**config.mk**
```make
export PLATFORM = sky130hd
export DESIGN_NAME = mem_stage
export DESIGN_NICKNAME = d
export VERILOG_FILES = /design/src/rtl/mem_stage.sv
export SDC_FILE = /design/constraint.sdc
export NUM_CORES = 1
export LEC_CHECK = 0
export BUFFER_PORTS_ARGS = -buffer_cell sky130_fd_sc_hd__buf_4
export CORE_AREA = 2 2 190 192
export CTS_CLUSTER_DIAMETER = 40
export DETAILED_ROUTE_END_ITERATION = 7
export DIE_AREA = 0 0 192 194
export GPL_ROUTABILITY_DRIVEN = 0
export PLACE_DENSITY = 0.73
export SYNTH_ARGS = -nofsm -noshare
export SYNTH_HDL_FRONTEND = slang
export SYNTH_SLANG_ARGS = --single-unit
```
**constraint.sdc**
```tcl
create_clock -name i_clk -period 5.6 [get_ports i_clk]
set_input_delay 0 -clock i_clk [delete_from_list [all_inputs] [get_ports i_clk]]
set_output_delay 0 -clock i_clk [all_outputs]
set_load 0.05 [all_outputs]
```
**src/rtl/mem_stage.sv**
```systemverilog
// Memory stage: resolves redirects, runs the dmem access and
// registers the retire bundle handed to writeback.
module mem_stage #(
  parameter int XLEN = 32
) (
  input  logic            i_clk,
  input  logic            i_rst_n,
  input  logic            i_valid,
  output logic            o_ready,
  input  logic [XLEN-1:0] i_inst,
  input  logic [XLEN-1:0] i_pc,
  input  logic [XLEN-1:0] i_pc4,
  input  logic [XLEN-1:0] i_result,
  input  logic            i_eq,
  input  logic            i_slt,
  input  logic [XLEN-1:0] i_target,
  input  logic            i_jump,
  input  logic            i_branch_eq,
  input  logic            i_branch_lt,
  input  logic            i_mem_read,
  input  logic            i_mem_write,
  input  logic            i_mem_to_reg,
  input  logic            i_reg_write,
  input  logic [2:0]      i_funct3,
  input  logic [XLEN-1:0] i_store_data,
  input  logic [4:0]      i_rd_waddr,
  output logic            o_redirect,
  output logic [XLEN-1:0] o_redirect_pc,
  output logic [XLEN-1:0] o_dmem_addr,
  output logic            o_dmem_ren,
  output logic            o_dmem_wen,
  output logic [XLEN-1:0] o_dmem_wdata,
  output logic [3:0]      o_dmem_mask,
  input  logic            i_dmem_ready,
  input  logic            i_dmem_valid,
  input  logic [XLEN-1:0] i_dmem_rdata,
  output logic            o_wb_valid,
  output logic [XLEN-1:0] o_wb_inst,
  output logic [XLEN-1:0] o_wb_pc,
  output logic [XLEN-1:0] o_wb_next_pc,
  output logic [4:0]      o_wb_rd_waddr,
  output logic [XLEN-1:0] o_wb_rd_wdata,
  output logic            o_wb_trap
);

  typedef enum logic [1:0] {IDLE, REQ, RESP} state_e;

  typedef struct packed {
    logic            load;
    logic            use_mem;
    logic [2:0]      f3;
    logic [XLEN-1:0] addr;
    logic [XLEN-1:0] wdata;
    logic [3:0]      mask;
    logic [XLEN-1:0] inst;
    logic [XLEN-1:0] pc;
    logic [XLEN-1:0] next_pc;
    logic [4:0]      rd;
    logic [XLEN-1:0] rd_data;
  } cap_t;

  typedef struct packed {
    logic            valid;
    logic [XLEN-1:0] inst;
    logic [XLEN-1:0] pc;
    logic [XLEN-1:0] next_pc;
    logic [4:0]      rd;
    logic [XLEN-1:0] data;
    logic            trap;
  } wb_t;

  state_e state_q, state_d;
  cap_t   cap_q, cap_d;
  wb_t    wb_q, wb_d;

  logic            accept, taken, tgt_bad;
  logic            mem_op, size_ok, align_ok;
  logic            trap, mem_go;
  logic [1:0]      off;
  logic [3:0]      base;
  logic [4:0]      rd_eff;
  logic [XLEN-1:0] next_pc, alu_data;
  logic [XLEN-1:0] shifted, ld_data;

  assign off     = i_result[1:0];
  assign mem_op  = i_mem_read | i_mem_write;
  assign taken   = i_jump
                 | (i_branch_eq & i_eq)
                 | (i_branch_lt & i_slt);
  assign tgt_bad = taken & (i_target[1:0] != 2'b00);
  assign accept  = i_valid & o_ready & i_rst_n;

  assign size_ok = i_mem_read
    ? (i_funct3 inside {3'b000, 3'b001, 3'b010,
                        3'b100, 3'b101})
    : (i_funct3 inside {3'b000, 3'b001, 3'b010});

  always_comb begin
    base     = 4'b0001;
    align_ok = 1'b1;
    unique case (i_funct3[1:0])
      2'b01: begin
        base     = 4'b0011;
        align_ok = ~off[0];
      end
      2'b10: begin
        base     = 4'b1111;
        align_ok = (off == 2'b00);
      end
      default: ;
    endcase
  end

  assign trap   = tgt_bad
                | (mem_op & ~(size_ok & align_ok));
  assign mem_go = mem_op & ~trap;

  assign rd_eff = (i_reg_write & ~trap
                   & (i_rd_waddr != 5'd0))
                ? i_rd_waddr : 5'd0;

  assign next_pc  = taken ? i_target : i_pc4;
  assign alu_data = i_jump ? i_pc4 : i_result;

  assign o_redirect    = accept & taken & ~tgt_bad;
  assign o_redirect_pc = o_redirect ? i_target : i_pc4;

  // Load lane extraction from the captured byte offset.
  assign shifted = i_dmem_rdata >> {cap_q.addr[1:0], 3'b000};

  always_comb begin
    unique case (cap_q.f3)
      3'b000:  ld_data = {{24{shifted[7]}}, shifted[7:0]};
      3'b001:  ld_data = {{16{shifted[15]}}, shifted[15:0]};
      3'b100:  ld_data = {24'd0, shifted[7:0]};
      3'b101:  ld_data = {16'd0, shifted[15:0]};
      default: ld_data = shifted;
    endcase
  end

  always_ff @(posedge i_clk or negedge i_rst_n) begin
    if (!i_rst_n) begin
      state_q <= IDLE;
      cap_q   <= '0;
      wb_q    <= '0;
    end else begin
      state_q <= state_d;
      cap_q   <= cap_d;
      wb_q    <= wb_d;
    end
  end

  always_comb begin
    state_d     = state_q;
    cap_d       = cap_q;
    wb_d        = wb_q;
    wb_d.valid  = 1'b0;
    unique case (state_q)
      IDLE: begin
        if (accept && mem_go) begin
          cap_d.load    = i_mem_read;
          cap_d.use_mem = i_mem_read & i_mem_to_reg;
          cap_d.f3      = i_funct3;
          cap_d.addr    = i_result;
          cap_d.wdata   = i_store_data << {off, 3'b000};
          cap_d.mask    = base << off;
          cap_d.inst    = i_inst;
          cap_d.pc      = i_pc;
          cap_d.next_pc = next_pc;
          cap_d.rd      = rd_eff;
          cap_d.rd_data = alu_data;
          state_d       = REQ;
        end else if (accept) begin
          wb_d = '{1'b1, i_inst, i_pc, next_pc,
                   rd_eff, alu_data, trap};
        end
      end
      REQ: begin
        if (i_dmem_ready && cap_q.load) begin
          state_d = RESP;
        end else if (i_dmem_ready) begin
          state_d = IDLE;
          wb_d = '{1'b1, cap_q.inst, cap_q.pc,
                   cap_q.next_pc, cap_q.rd,
                   cap_q.rd_data, 1'b0};
        end
      end
      RESP: begin
        if (i_dmem_valid) begin
          state_d = IDLE;
          wb_d = '{1'b1, cap_q.inst, cap_q.pc,
                   cap_q.next_pc, cap_q.rd,
                   cap_q.use_mem ? ld_data
                                 : cap_q.rd_data,
                   1'b0};
        end
      end
      default: state_d = IDLE;
    endcase
  end

  always_comb begin
    o_ready      = 1'b0;
    o_dmem_ren   = 1'b0;
    o_dmem_wen   = 1'b0;
    o_dmem_addr  = '0;
    o_dmem_wdata = '0;
    o_dmem_mask  = '0;
    unique case (state_q)
      IDLE: o_ready = 1'b1;
      REQ: begin
        o_dmem_ren   = cap_q.load;
        o_dmem_wen   = ~cap_q.load;
        o_dmem_addr  = {cap_q.addr[XLEN-1:2], 2'b00};
        o_dmem_wdata = cap_q.wdata;
        o_dmem_mask  = cap_q.mask;
      end
      default: ;
    endcase
  end

  assign o_wb_valid    = wb_q.valid;
  assign o_wb_inst     = wb_q.inst;
  assign o_wb_pc       = wb_q.pc;
  assign o_wb_next_pc  = wb_q.next_pc;
  assign o_wb_rd_waddr = wb_q.rd;
  assign o_wb_rd_wdata = wb_q.data;
  assign o_wb_trap     = wb_q.trap;

endmodule

```
==> results by group <==
Power
  – Psw: between 3 and 4 mW
  – Worst IR Drop VDD: 0.333 mV
  – Comb pwr share: 0.282
  – Pwr dens: 377 nW/µm²
  – Clock Power Share: 0.337
  – Internal power: just over 6 mW
  – Static Leakage: 11.6 nW
  – Switching portion of total power: 0.341
  – Sequential power share: 0.382

Cells and area
  – Commonest cells after routing, fill and taps aside: buf_4, dfrtp_1, dlygate4sd3_1
  – Fin cells: between 2,000 and 3,000
  – Layout cells sized above 1: 0.304
  – Most common cell after layout, fill and taps aside: buf_4
  – Fin nets: 2,427
  – Area added between synthesis and finish: 49.5%

Setup path
  – Critical Path AT: 3.30 ns
  – Slowest stage delay, CP: 0.91 ns
  – Nature of the critical path startpoint: register
  – Crit-path cells: nor2_1 -> and3_1 -> nand3_2 -> mux2_2 -> buf_4
  – Reg2Reg Launch Point: state_q[0]$_DFFE_PN0P_
  – Slowest CP cell: nand3_2
  – Worst Setup SP: state_q[1]$_DFFE_PN0P_
  – Req. time, crit path: 5.60 ns
  – Crit-path max FO: 33
  – CP Class: register to output port
  – CP Capture Type: output port

Yosys
  – Syn Area/Cell: 10.9 µm²
  – Post-synthesis sequential area ratio: 0.526
  – Post-Synthesis Cell Area: roughly 16,000 µm²
  – Fraction of registers with async set/reset: 1.00
  – EDFF count, synth: 0
  – Synthesized instance count: 1,492
  – YS warnings: 0
  – Seq cells post-synth: 343
  – Netlist cell types: 51
  – Most used DFF post-synth: dfrtp_1

Route
  – Final WL: 57,500 µm
  – 1st-iter DRT viols: 831
  – DRT Pass-1 Iters: 5
  – DR WL/cell: 21.4 µm
  – DRC violations left: 0
  – DRT antenna net count: 0
  – Vias: around 15,000
  – Via-to-Cell Ratio: 5.53

Timing
  – Max Slew Vio Count: 0
  – Worst slew pin tran: between 1 and 1.5 ns
  – Final worst path period need: around 3.3 ns
  – Setup TNS: 0 ns
  – Slew margin rel.: 0.195
  – Fmax: ~300 MHz
  – Unrepaired setup endpoints after global routing: false
  – Setup Viol. Count Final: 0
  – Period utilization: 0.590
  – Fin. Hold Viols: 0
  – Clk_skew: 0.0258 ns
  – Hold Worst Slack: 0.0276 ns

Floorplan
  – I/O pin cnt: about 490
  – Core footprint: between 30,000 and 40,000 µm²
  – Die area: approximately 37,000 µm²
  – # rows: between 60 and 70
  – Die Height: 194 µm
  – Die W: 192 µm
  – Starting Density: 0.464

Global routing
  – First-pass GRT wire length: slightly below 90,000 µm
  – GRT Overall Usage: 0.303
  – Vias in the first global route: 15,500
  – Antenna violations before repair: 6
  – Total congestion overflow: 0
  – Largest net degree at the start of global routing: about 170

Clocking
  – Total clock sinks: 343
  – Post_cts resized: 0
  – CTS tree: yes
  – Max H-tree Level: 2
  – Clk root buf: clkbuf_16
  – Clock Tree Buf Depth: 3
  – Cts bufs inserted: 48
  – Clk slew on worst S/H paths: 0.05 ns
  – Worst-skew pair later-pin latency: 0.56 ns

Place
  – Dpl cells: 2,337
  – DP HPWL: between 30,000 and 40,000 µm
  – IO Port Bufs: ~480

Status
  – Outcome: finished clean

Job
  – Max Cap Viol: 0

Hold path
  – HP Class: primary input to async pin
==> sequential cells by signal (all words and copies together), names as in the netlist <==
| signal | flops |
|---|---|
| o_wb_trap | 1 |
| o_wb_pc | 32 |
| o_wb_rd_wdata | 32 |
| cap_q | 206 |
| o_wb_inst | 32 |
| o_wb_next_pc | 32 |
| o_wb_rd_waddr | 5 |
| o_wb_valid | 1 |
| state_q | 2 |
==> stage by stage <==
stage | total power [mW] | setup WS, ns | utilization | cell area (µm²)
2_1_floorplan | 4.99 | 3.11 | - | 16300
3_3_place_gp | 5.85 | 2.46 | 0.574 | 20200
3_5_place_dp | 5.94 | 2.40 | 0.574 | 20200
4_1_cts | 9.21 | 2.27 | 0.692 | 24400
5_1_grt | 9.59 | 2.04 | 0.693 | 24400
6_report | 9.20 | 2.30 | 0.693 | 24400
==> power by group through the flow <==
stage | registers, mW | logic [mW] | clock network, mW
after floorplan | 4.08 | 0.916 | 0
after global placement | 3.49 | 2.36 | 0
after detailed placement | 3.52 | 2.41 | 0
after CTS | 3.49 | 2.57 | 3.14
after global routing | 3.58 | 2.76 | 3.25
final | 3.51 | 2.59 | 3.10
==> kinds of logic (layout without fill, tap and decap cells) <==
family,after synthesis,in the layout,share of synthesized area
AO/OA/AOI/OAI,380,380,0.156
adder cells (fa/ha/maj),3,3,0.00230
buffers and inverters,189,909,0.0463
flip-flops,343,343,0.526
multiplexers,264,264,0.175
other,1,8,0.000230
AND/OR/NAND/NOR,312,312,0.0943
==> layout make-up <==
cell class / count / area, µm²
fill: 2436 / 10800
clock inverter: 23 / 290
antenna: 6 / 15.0
inverter: 73 / 274
clock buffer: 62 / 1360
sequential: 343 / 8580
tap: 461 / 577
multi-input combinational: 961 / 7020
timing repair buffer: 751 / 6290
==> path summary, 6_finish.rpt <==
kind                                                  to  slack [ns]  depth (start not counted)
max                                    o_redirect_pc[16]        2.30                          5
min                                cap_q[64]$_DFFE_PN0P_        0.03                          2
max reg2reg                o_wb_rd_wdata[30]$_DFFE_PN0P_        2.40                          5
min reg2reg                       cap_q[147]$_DFFE_PN0P_        0.47                          2
max in group asynchronous          cap_q[80]$_DFFE_PN0P_        2.56                          5
min in group i_clk                 o_wb_trap$_DFFE_PN0P_        0.03                          4
==> worst max-delay path, delay by kind of cell, from the launching register on <==
family / cells / cell delay [ns]
buffers and inverters: 1 / 0.20
DFF: 1 / 0.45
muxes: 1 / 0.65
and+or+nand+nor: 3 / 1.45
==> what timing repair did <==
item                      in CTS  in global routing
setup buffers                  0                  0
hold endpoints to repair     401                  0
hold buffers                 252                  0
==> Yosys cell counts (2+ instances only) <==
cell type | number | share of area
a22oi_1 | 86 | 0.040
and2_1 | 69 | 0.026
nand2b_1 | 3 | 0.0011
nor2b_1 | 14 | 0.0054
o22ai_1 | 8 | 0.0031
a221o_1 | 33 | 0.020
a21oi_1 | 17 | 0.0052
o21ai_0 | 135 | 0.041
buf_1 | 7 | 0.0016
or2_2 | 2 | 0.00077
and3b_1 | 8 | 0.0043
nand3_1 | 7 | 0.0021
a221oi_1 | 25 | 0.013
mux2_1 | 95 | 0.066
a211oi_1 | 9 | 0.0041
mux2_2 | 80 | 0.055
ha_1 | 3 | 0.0023
o21ai_1 | 35 | 0.011
nand2_1 | 118 | 0.027
clkbuf_1 | 78 | 0.018
nor3_1 | 24 | 0.0074
nor2_1 | 51 | 0.012
o2bb2ai_1 | 8 | 0.0043
a21o_1 | 4 | 0.0018
buf_4 | 3 | 0.0014
dfrtp_1 | 343 | 0.53
inv_1 | 72 | 0.017
o31ai_1 | 9 | 0.0041
nor3b_1 | 9 | 0.0041
buf_2 | 28 | 0.0086
mux2i_1 | 89 | 0.055
==> routing by layer <==
layer  up-vias  GRT usage  share of wire
li1       6716          -              -
met1      7309      0.366           0.39
met2       628      0.504           0.49
met3       173     0.0733          0.074
met4         0      0.154          0.050
met5         -          0              0
Power figures use the tool's default switching activity.
